$ cat src/rtl/mips_mem_pkg.sv
// Shared definitions for the store path: access-size codes, store FSM states
// and the width of the memory wait counter.
package mips_mem_pkg;

    typedef enum logic [1:0] {
        SZ_BYTE = 2'b00,
        SZ_HALF = 2'b01,
        SZ_WORD = 2'b10,
        SZ_RSVD = 2'b11
    } size_e;

    typedef enum logic [1:0] {
        ST_IDLE  = 2'b00,
        ST_ISSUE = 2'b01,
        ST_DONE  = 2'b10,
        ST_ERR   = 2'b11
    } state_e;

    // Wide enough for any TIMEOUT_CYCLES in 1..255.
    localparam int TMO_W = 8;

endpackage

$ cat src/rtl/store_lane_encoder.sv
// Little-endian lane steering for stores: replicates the narrowed register
// value across the word and selects the byte enables for the target lanes.
module store_lane_encoder
    import mips_mem_pkg::*;
(
    input  size_e       size_i,
    input  logic [1:0]  addr_lo_i,
    input  logic [31:0] data_i,
    output logic [3:0]  be_o,
    output logic [31:0] wdata_o
);

    always_comb begin
        be_o    = 4'b0000;
        wdata_o = 32'h0;
        case (size_i)
            SZ_BYTE: begin
                be_o    = 4'b0001 << addr_lo_i;
                wdata_o = {4{data_i[7:0]}};
            end
            SZ_HALF: begin
                // addr[0] is deliberately ignored: halves always land on a half boundary.
                be_o    = addr_lo_i[1] ? 4'b1100 : 4'b0011;
                wdata_o = {2{data_i[15:0]}};
            end
            SZ_WORD: begin
                be_o    = 4'b1111;
                wdata_o = data_i;
            end
            default: begin
                be_o    = 4'b0000;
                wdata_o = 32'h0;
            end
        endcase
    end

endmodule

$ cat src/rtl/store_narrower.sv
// Narrows SB/SH/SW stores onto a 32-bit memory write port with timeout.
// Define STORE_MISALIGN_TRAP_EN to reject misaligned half/word stores.
module store_narrower
    import mips_mem_pkg::*;
#(
    parameter int TIMEOUT_CYCLES = 16
) (
    input  logic        clock,
    input  logic        reset_n,
    input  logic        req_valid,
    output logic        req_ready,
    input  logic [31:0] req_addr,
    input  logic [31:0] req_data,
    input  logic [1:0]  req_size,
    output logic        mem_valid,
    input  logic        mem_ready,
    output logic [31:0] mem_addr,
    output logic [31:0] mem_wdata,
    output logic [3:0]  mem_be,
    output logic        done,
    output logic        err_misalign,
    output logic        err_timeout
);

    localparam logic [TMO_W-1:0] TMO_LIMIT = TMO_W'(TIMEOUT_CYCLES);

    state_e             state_q, state_d;
    logic [TMO_W-1:0]   cnt_q, cnt_d;
    logic               tmo_q, tmo_d;
    logic [31:0]        addr_q, wdata_q;
    logic [3:0]         be_q;
    logic [3:0]         enc_be;
    logic [31:0]        enc_wdata;
    logic               accept;
    logic               reject;
    size_e              size_in;

    assign size_in = size_e'(req_size);

    store_lane_encoder u_enc (
        .size_i    (size_in),
        .addr_lo_i (req_addr[1:0]),
        .data_i    (req_data),
        .be_o      (enc_be),
        .wdata_o   (enc_wdata)
    );

    always_comb begin
        reject = (size_in == SZ_RSVD);
`ifdef STORE_MISALIGN_TRAP_EN
        if (size_in == SZ_HALF && req_addr[0])
            reject = 1'b1;
        if (size_in == SZ_WORD && req_addr[1:0] != 2'b00)
            reject = 1'b1;
`endif
    end

    assign accept = req_valid && req_ready;

    always_comb begin
        state_d = state_q;
        cnt_d   = cnt_q;
        tmo_d   = tmo_q;
        case (state_q)
            ST_IDLE: begin
                if (accept) begin
                    state_d = reject ? ST_ERR : ST_ISSUE;
                    cnt_d   = TMO_W'(1);
                    tmo_d   = 1'b0;
                end
            end
            ST_ISSUE: begin
                // A late mem_ready on the limit cycle still wins over the timeout.
                if (mem_ready) begin
                    state_d = ST_DONE;
                end else if (cnt_q == TMO_LIMIT) begin
                    state_d = ST_DONE;
                    tmo_d   = 1'b1;
                end else begin
                    cnt_d = cnt_q + 1'b1;
                end
            end
            default: state_d = ST_IDLE;
        endcase
    end

    always_ff @(posedge clock) begin
        if (!reset_n) begin
            state_q <= ST_IDLE;
            cnt_q   <= '0;
            tmo_q   <= 1'b0;
            addr_q  <= 32'h0;
            wdata_q <= 32'h0;
            be_q    <= 4'b0000;
        end else begin
            state_q <= state_d;
            cnt_q   <= cnt_d;
            tmo_q   <= tmo_d;
            if (accept && !reject) begin
                addr_q  <= {req_addr[31:2], 2'b00};
                wdata_q <= enc_wdata;
                be_q    <= enc_be;
            end
        end
    end

    assign req_ready    = (state_q == ST_IDLE) && reset_n;
    assign mem_valid    = (state_q == ST_ISSUE);
    assign mem_addr     = addr_q;
    assign mem_wdata    = wdata_q;
    assign mem_be       = be_q;
    assign done         = (state_q == ST_DONE) || (state_q == ST_ERR);
    assign err_misalign = (state_q == ST_ERR);
    assign err_timeout  = (state_q == ST_DONE) && tmo_q;

endmodule

$ cat config.mk
export PLATFORM = sky130hd
export DESIGN_NAME = store_narrower
export DESIGN_NICKNAME = d
export VERILOG_FILES = /design/src/rtl/mips_mem_pkg.sv /design/src/rtl/store_lane_encoder.sv /design/src/rtl/store_narrower.sv
export SDC_FILE = /design/constraint.sdc
export NUM_CORES = 1
export LEC_CHECK = 0
export BUFFER_PORTS_ARGS = -buffer_cell sky130_fd_sc_hd__buf_2
export CORE_UTILIZATION = 43
export DETAILED_ROUTE_END_ITERATION = 7
export PLACE_DENSITY = 0.74
export SETUP_SLACK_MARGIN = 0.4
export SYNTH_ARGS = -nofsm -noshare
export SYNTH_HDL_FRONTEND = slang
export SYNTH_SLANG_ARGS = --single-unit
$ cat constraint.sdc
create_clock -name clock -period 1.4 [get_ports clock]
set_input_delay 0 -clock clock [delete_from_list [all_inputs] [get_ports clock]]
set_output_delay 0 -clock clock [all_outputs]
set_load 0.005 [all_outputs]
==> results_dict.tcl, run 1 <==
set metrics [dict create \
    status "finished, violations left" \
    violations "negative hold slack, negative setup slack" \
    cts.sinks 77 \
    die_w_um 89.5 \
    n_fill_cell 388 \
    powerDensity_nw_per_um2 970 \
    clockPowerShare_pct 38.9 \
    antenna_found_initial 1 \
    die_area_um2 8010 \
    cp_data_required_time_ns 1.67 \
    drv_cap 0 \
    via_count 3995 \
    crit_path_end_kind "flip-flop" \
    ios 143 \
    area_growth_pct 82.6 \
    numCtsBuffers 9 \
    viasPerCell 5.56 \
    clock-root-buffer "clkbuf_8" \
    clk_pin_slew_ns 0.08 \
    layout_min_cycle_time_ns 1.54 \
    fin_hold_ws_ns -0.0144 \
    first_iter_violations 193 \
    critPathMaxFanout 5 \
    p_leak_nw 2.74 \
    regArea_um2 1550 \
    yosys_warnings 0 \
    syn_area_um2 3290 \
    grt_max_degree 35 \
    gp_congestion 0.897 \
    final_nets 685 \
    rsz0062_at_grt "yes" \
    ys_ff_latch 77 \
    seq_area_frac_synth_pct 46.8 \
    switching_power_mw 1.52 \
    layout-drive-gt1-share_pct 54.7 \
    hold_path.class "primary input to flip-flop" \
    row_count 31 \
    track_usage_pct 26.3 \
    post-place-ws_ns -0.0569 \
    slew_violations 0 \
    grt_first_pass_wirelength_um 16000 \
    portBuffers 140 \
    synth.avg_cell_area_um2 8.38 \
    pwr-share-comb_pct 20.4 \
    fin_skew_ns 0.00581 \
    synth_cells 393 \
    chipHeight_um 89.5 \
    arrival_ns 1.81 \
    layout_setup_ws_ns -0.143 \
    path_class "flip-flop to flip-flop" \
    core_um2 7330 \
    ys_types 39 \
    multiInputGateArea_um2 2230 \
    ant_nets 0 \
    post-route-period-util_pct 110 \
    ir_worst_vdd_v 0.000555 \
    h-tree-depth 3 \
    drt-wirelength-per-cell_um 18.6 \
    drc 0 \
    start_util_pct 44.9 \
    cts.path.max_buffers 2 \
    start_kind "flip-flop" \
    grt-ovfl-total 0 \
    synth_ff_type "dfxtp_1" \
    grt_pass1_vias 3374 \
    hold_viol_final 1 \
    power_frac_seq_pct 40.7 \
    wl_um 13400 \
    swShare_pct 26.1 \
    place_hpwl_um 6440 \
    synth_edf_count 0 \
    fmax_ghz 0.648 \
    clk-insertion-delay-late_ns 0.35 \
    p_int_mw 4.31 \
    cts_tree "done" \
    finalSetupViolCount 63 \
    ys_async_sr_fraction_pct 0 \
    drt_first_pass_iters 4 \
]
[layer usage]
layer | track usage [%] | part of all wire [%] | vias to the layer above
met5 | 0 | 0 | -
li1 | - | - | 1818
met4 | 9.38 | 3.4 | 0
met1 | 32.1 | 39 | 1923
met3 | 7.11 | 8.1 | 42
met2 | 44.6 | 50 | 212
[power by group through the flow]
stage	clock (mW)	sequential, mW	combinational (mW)
global route	2.36	2.38	1.27
global placement	0	2.40	0.685
CTS	2.26	2.36	0.899
detailed placement	0	2.41	0.698
floorplan	0	2.42	0.374
finish	2.27	2.37	1.19
[metrics by stage]
stage | setup TNS [ns] | total power [mW] | instances | util [%] | instance area [µm²]
finish | -3.41 | 5.83 | 718 | 82.0 | 6010
detailed placement | -0.0704 | 3.10 | 625 | 57.9 | 4250
global placement | 0 | 3.09 | 625 | 57.9 | 4250
global route | -6.83 | 6.02 | 718 | 82.0 | 6010
CTS | -0.0803 | 5.52 | 700 | 72.1 | 5290
floorplan | 0 | 2.79 | 394 | - | 3410
[registers in the layout, summed over array words and instances (netlist names)]
signal     cells
mem_addr      30
state_q        2
mem_wdata     32
mem_be         4
cnt_q          8
tmo_q          1
[what timing repair did]
action / in CTS / in global routing
buffers inserted: 10 / 8
hold endpoints to repair: 48 / 1
hold buffers: 47 / 1
cloned: 2 / 8
setup endpoints to repair: 81 / 81
pin swaps: 9 / 63
resized for setup: 51 / 126
[path summary, 6_finish.rpt]
| path | start | end | slack, ns | cells past startpoint |
|---|---|---|---|---|
| setup / recovery | cnt_q[0] | cnt_q[6] | -0.14 | 7 |
| hold reg to reg | mem_wdata[4] | mem_wdata[4] | 0.46 | 2 |
| hold / removal | req_data[18] | mem_wdata[18] | -0.01 | 3 |
| setup reg to reg | cnt_q[0] | cnt_q[6] | -0.14 | 7 |
[cells in the mapped netlist, drive strengths merged, types with 2 or more instances]
cell | n | area (µm²)
nand2 | 94 | 353
dfxtp | 77 | 1540
a21oi | 45 | 236
o21ai | 21 | 105
buf | 20 | 123
nor2 | 18 | 67.6
clkbuf | 11 | 41.3
nand3 | 10 | 50.1
nor3b | 10 | 80.1
a221oi | 9 | 78.8
o211a | 8 | 80.1
o21bai | 8 | 60.1
nor2b | 7 | 43.8
a211oi | 6 | 50.1
a21boi | 6 | 45.0
a31oi | 6 | 37.5
inv | 4 | 15.0
nor3 | 4 | 20.0
o211ai | 4 | 30.0
mux2i | 3 | 30.0
nand2b | 3 | 18.8
nor4 | 3 | 18.8
ha | 2 | 25.0
nand4bb | 2 | 22.5
o221a | 2 | 22.5
[layout by cell type (no fill, tap or decap), types with 9 or more instances in the layout]
cell	Yosys	layout
dlygate4sd3_1	0	48
o21ai_0	21	17
buf_6	0	12
nand2_2	0	9
dfxtp_1	77	74
nand2_1	94	56
buf_2	11	138
a21oi_2	0	30
nand2_4	0	30
a21oi_1	44	13
clkbuf_8	0	10
buf_4	9	26
[critical path, cell delays in order (launching register included)]
cell and delay [ns]:
dfxtp_2 0.33, inv_2 0.08, ha_4 0.14, nand4bb_4 0.14
o41ai_4 0.31, buf_4 0.21, nand3_2 0.08, a31oi_1 0.16
[logic make-up after synthesis]
family / after synthesis / share of synthesized area (%)
buf+inv: 36 / 5.55
simple gates: 154 / 21.2
mux: 4 / 1.25
fa+ha+maj: 2 / 0.760
flops: 77 / 46.8
other cells: 1 / 0.114
compound gates: 119 / 24.3
[cell type report]
type	instances	share of cell area, %
timing repair buffer	238	30.1
clock inverter	6	2.23
multi-input combinational	282	37.1
sequential	77	25.8
tap	99	2.06
inverter	5	0.395
antenna	1	0.0416
clock buffer	10	2.29
(Power assumes the default switching activity.)
==> inputs of run 2 (changes only) <==
--- a/config.mk
+++ b/config.mk
@@ -6,9 +6,10 @@
 export NUM_CORES = 1
 export LEC_CHECK = 0
 export BUFFER_PORTS_ARGS = -buffer_cell sky130_fd_sc_hd__buf_2
-export CORE_UTILIZATION = 43
+export CORE_UTILIZATION = 44
+export CTS_BUF_LIST = sky130_fd_sc_hd__clkbuf_2 sky130_fd_sc_hd__clkbuf_4 sky130_fd_sc_hd__clkbuf_8
 export DETAILED_ROUTE_END_ITERATION = 7
-export PLACE_DENSITY = 0.74
+export PLACE_DENSITY = 0.76
 export SETUP_SLACK_MARGIN = 0.4
 export SYNTH_ARGS = -nofsm -noshare
 export SYNTH_HDL_FRONTEND = slang
==> results_dict.tcl, run 2 (same netlist as run 1, synthesis figures left out) <==
set metrics [dict create \
    arrival_ns 2.22 \
    dp.cells 625 \
    antenna_found_initial 5 \
    worst_pin_slew_ns 1.00 \
    die_area_um2 7830 \
    viasPerCell 6.64 \
    p_leak_nw 2.78 \
    final_common_cell "buf_2" \
    grt-ovfl-total 0 \
    post-place-ws_ns -0.0352 \
    place_hpwl_um 6610 \
    fin_skew_ns 0.00876 \
    critPathMaxFanout 7 \
    numCtsBuffers 9 \
    ios 143 \
    track_usage_pct 36.6 \
    core_um2 7250 \
    fin_hold_ws_ns -0.00403 \
    slew_headroom_pct 33.1 \
    dr_wl_met3_um 3010 \
    status "finished, violations left" \
    h-tree-depth 3 \
    cts.sinks 77 \
    highest_layer "met5" \
    cp_data_required_time_ns 1.63 \
    chipHeight_um 88.5 \
    final_cell_mix "buf_2 (137), dfxtp_1 (73), nand2_1 (52), dlygate4sd3_1 (52), a21oi_2 (32)" \
    drv_cap 0 \
    finalPower_mw 5.55 \
    layout_setup_ws_ns -0.585 \
    layout-drive-gt1-share_pct 56.9 \
    final_nets 703 \
    via_count 4911 \
    fin_area_um2 6280 \
    clk_pin_slew_ns 0.10 \
    clock-root-buffer "clkbuf_8" \
    grt_max_degree 24 \
    row_count 31 \
    largest_reg_flops 32 \
    fmax_ghz 0.504 \
    start_kind "flip-flop" \
    start_util_pct 45.4 \
    clk-insertion-delay-late_ns 0.37 \
    first_iter_violations 652 \
    drc 0 \
    crit_path_end_kind "flip-flop" \
    fin_util_pct 86.6 \
    finalSetupViolCount 77 \
    cts_tree "done" \
    portBuffers 140 \
    grt_first_pass_wirelength_um 21400 \
    hold_path.class "primary input to flip-flop" \
    area_growth_pct 90.7 \
    drt-wirelength-per-cell_um 27.8 \
    powerDensity_nw_per_um2 883 \
    drt_first_pass_iters 7 \
    violations "negative hold slack, negative setup slack" \
    post-route-period-util_pct 142 \
    hold_viol_final 2 \
    slew_violations 0 \
    wl_um 20600 \
    layout_min_cycle_time_ns 1.98 \
    met1_length_um 6460 \
    die_w_um 88.5 \
    ir_worst_vdd_v 0.000575 \
    finalSetupTns_ns -11.72 \
    gp_congestion 0.803 \
    rsz0062_at_grt "yes" \
    ant_nets 0 \
    path_class "flip-flop to flip-flop" \
    grt_pass1_vias 4130 \
    cts.path.max_buffers 2 \
    wl_met2_um 9030 \
    placed_cell_area_um2 4220 \
    final_cells 740 \
]
run 2: final cells by class:
type | instances | area [µm²]
multi-input combinational | 283 | 2240
timing repair buffer | 255 | 2160
sequential | 77 | 1550
fill | 268 | 975
clock buffer | 10 | 131
tap | 99 | 124
clock inverter | 6 | 40.0
inverter | 5 | 21.3
antenna | 5 | 12.5
run 2: path summary, 6_finish.rpt:
check             cells after the start            end    startpoint  slack, ns
setup reg to reg                      4  mem_wdata[17]    state_q[0]      -0.58
hold reg to reg                       2   mem_addr[31]  mem_addr[31]       0.47
hold / removal                        3  mem_wdata[20]  req_data[20]     -0.004
setup / recovery                      4  mem_wdata[17]    state_q[0]      -0.58
run 2: timing repair:
item                                    CTS  global route
endpoints found under the hold margin    52             0
buffers inserted                         18             8
hold buffers                             52             0
pin swaps                                25            36
endpoints found under the setup margin   81            82
gates cloned                             12             4
gates resized for setup                  97            98
run 2: critical path, stage by stage, from the launching register on:
cell,delay (ns)
dfxtp_2,0.36
and4bb_4,0.43
nand2_4,0.13
a221oi_1,0.82
nor3b_2,0.11
run 2: where the power goes:
part / internal [mW] / switching (mW) / leakage [nW]
combinational: 0.718 / 0.769 / 2.07
sequential: 2.30 / 0.0961 / 0.630
clock: 0.659 / 1.00 / 0.0777
run 2: per-layer routing:
layer | up-vias | track usage [%]
met5 | - | 0
met4 | 4 | 22.7
met3 | 238 | 8.96
met2 | 574 | 62.0
met1 | 2228 | 41.5
li1 | 1867 | -
==> inputs of run 3 (changes only) <==
--- a/config.mk
+++ b/config.mk
@@ -6,6 +6,7 @@
 export NUM_CORES = 1
 export LEC_CHECK = 0
 export BUFFER_PORTS_ARGS = -buffer_cell sky130_fd_sc_hd__buf_2
+export CORE_ASPECT_RATIO = 1.4
 export CORE_UTILIZATION = 44
 export CTS_BUF_LIST = sky130_fd_sc_hd__clkbuf_2 sky130_fd_sc_hd__clkbuf_4 sky130_fd_sc_hd__clkbuf_8
 export DETAILED_ROUTE_END_ITERATION = 7
==> results_dict.tcl, run 3 (same netlist as run 1, synthesis figures left out) <==
set metrics [dict create \
    core_um2 7310 \
    die_w_um 75.1 \
    powerDensity_nw_per_um2 951 \
    post-route-period-util_pct 118 \
    layout-drive-gt1-share_pct 54.3 \
    cp_data_required_time_ns 1.67 \
    rr_startpoint "state_q[1]" \
    ios 143 \
    min_to "mem_wdata[23]" \
    critPathMaxFanout 24 \
    numCtsBuffers 9 \
    h-tree-depth 3 \
    portBuffers 140 \
    rsz0062_at_grt "yes" \
    grt_max_degree 35 \
    row_count 37 \
    finalSetupTns_ns -5.85 \
    fin_util_pct 83.9 \
    drt-wirelength-per-cell_um 24.3 \
    drv_cap 0 \
    hold_path.class "primary input to flip-flop" \
    fin_hold_ws_ns -0.0121 \
    layout_min_cycle_time_ns 1.66 \
    final_cell_mix "buf_2 (139), dfxtp_1 (74), nand2_1 (55)" \
    crit_path_end_kind "flip-flop" \
    fin_skew_ns 0.00962 \
    finalPower_mw 5.83 \
    start_util_pct 45.0 \
    die_area_um2 7840 \
    dp.cells 625 \
    cts.path.max_buffers 2 \
    status "finished, violations left" \
    cts_tree "done" \
    arrival_ns 1.92 \
    finalSetupViolCount 69 \
    place_hpwl_um 6930 \
    first_iter_violations 570 \
    p_leak_nw 2.82 \
    final_cells 723 \
    ir_worst_vdd_v 0.000854 \
    min_from "req_data[23]" \
    largest_reg_flops 32 \
    fmax_ghz 0.603 \
    antenna_found_initial 3 \
    cts.sinks 77 \
    start_kind "flip-flop" \
    path_class "flip-flop to flip-flop" \
    hold_viol_final 2 \
    violations "negative hold slack, negative setup slack" \
    slew_violations 0 \
    final_nets 691 \
    hold_depth 3 \
    wl_um 17600 \
    final_common_cell "buf_2" \
    drc 0 \
    clk-insertion-delay-late_ns 0.38 \
    clock-root-buffer "clkbuf_8" \
    area_growth_pct 86.2 \
    layout_setup_ws_ns -0.258 \
    viasPerCell 6.20 \
    clk_pin_slew_ns 0.09 \
    drt_first_pass_iters 8 \
    track_usage_pct 30.4 \
    gp_congestion 0.897 \
    grt_first_pass_wirelength_um 17900 \
    ant_nets 0 \
    reg2reg_slack_ns -0.26 \
    via_count 4486 \
    ff2ff_path_depth 5 \
    chipHeight_um 104 \
    grt-ovfl-total 0 \
    grt_pass1_vias 3834 \
    timing.rr.end "mem_addr[11]" \
]
run 3: worst max-delay path by stage:
stage               start      endpoint
2_1_floorplan    cnt_q[0]      cnt_q[5]
3_3_place_gp     cnt_q[0]      cnt_q[0]
3_5_place_dp     cnt_q[0]      cnt_q[5]
4_1_cts          cnt_q[0]      cnt_q[5]
5_1_grt        state_q[1]  mem_addr[11]
6_report       state_q[1]  mem_addr[11]
run 3: area by class of cell:
class | count | area [µm²]
Antenna cell | 2 | 5.00
Clock buffer | 9 | 124
Clock inverter | 7 | 114
Fill cell | 294 | 1180
Inverter | 5 | 21.3
Multi-Input combinational cell | 282 | 2230
Sequential cell | 77 | 1550
Tap cell | 97 | 121
Timing Repair Buffer | 244 | 1970
run 3: through the flow:
stage / worst slack, ns / area, µm²
global placement: -0.00564 / 4250
CTS: -0.0840 / 5210
finish: -0.258 / 6130
global route: -0.323 / 6130
floorplan: 0.00493 / 3410
detailed placement: -0.0654 / 4250
run 3: power by group:
group / total [mW] / internal [mW] / switching (mW)
logic: 1.34 / 0.650 / 0.686
clock network: 2.11 / 1.18 / 0.931
registers: 2.39 / 2.30 / 0.0874
total: 5.83 / 4.13 / 1.70
run 3: routing by layer:
layer | track usage [%] | part of all wire [%]
met5 | 0 | 0
met1 | 31.4 | 33
met4 | 18.3 | 8.6
met3 | 9.30 | 11
met2 | 51.7 | 47
run 3: worst max-delay path: stages, from the launching register on:
cell      delay, ns
dfxtp_2        0.37
and4bb_2       0.31
nand2_4        0.17
buf_12         0.19
nand2_1        0.17
a21oi_2        0.34
run 3: timing repair:
action / in CTS / in global routing
pin swaps: 4 / 72
hold endpoints to repair: 53 / 2
buffers inserted: 5 / 8
gates resized for setup: 14 / 162
cloned: 5 / 10
endpoints found under the setup margin: 81 / 81
hold buffers: 50 / 2
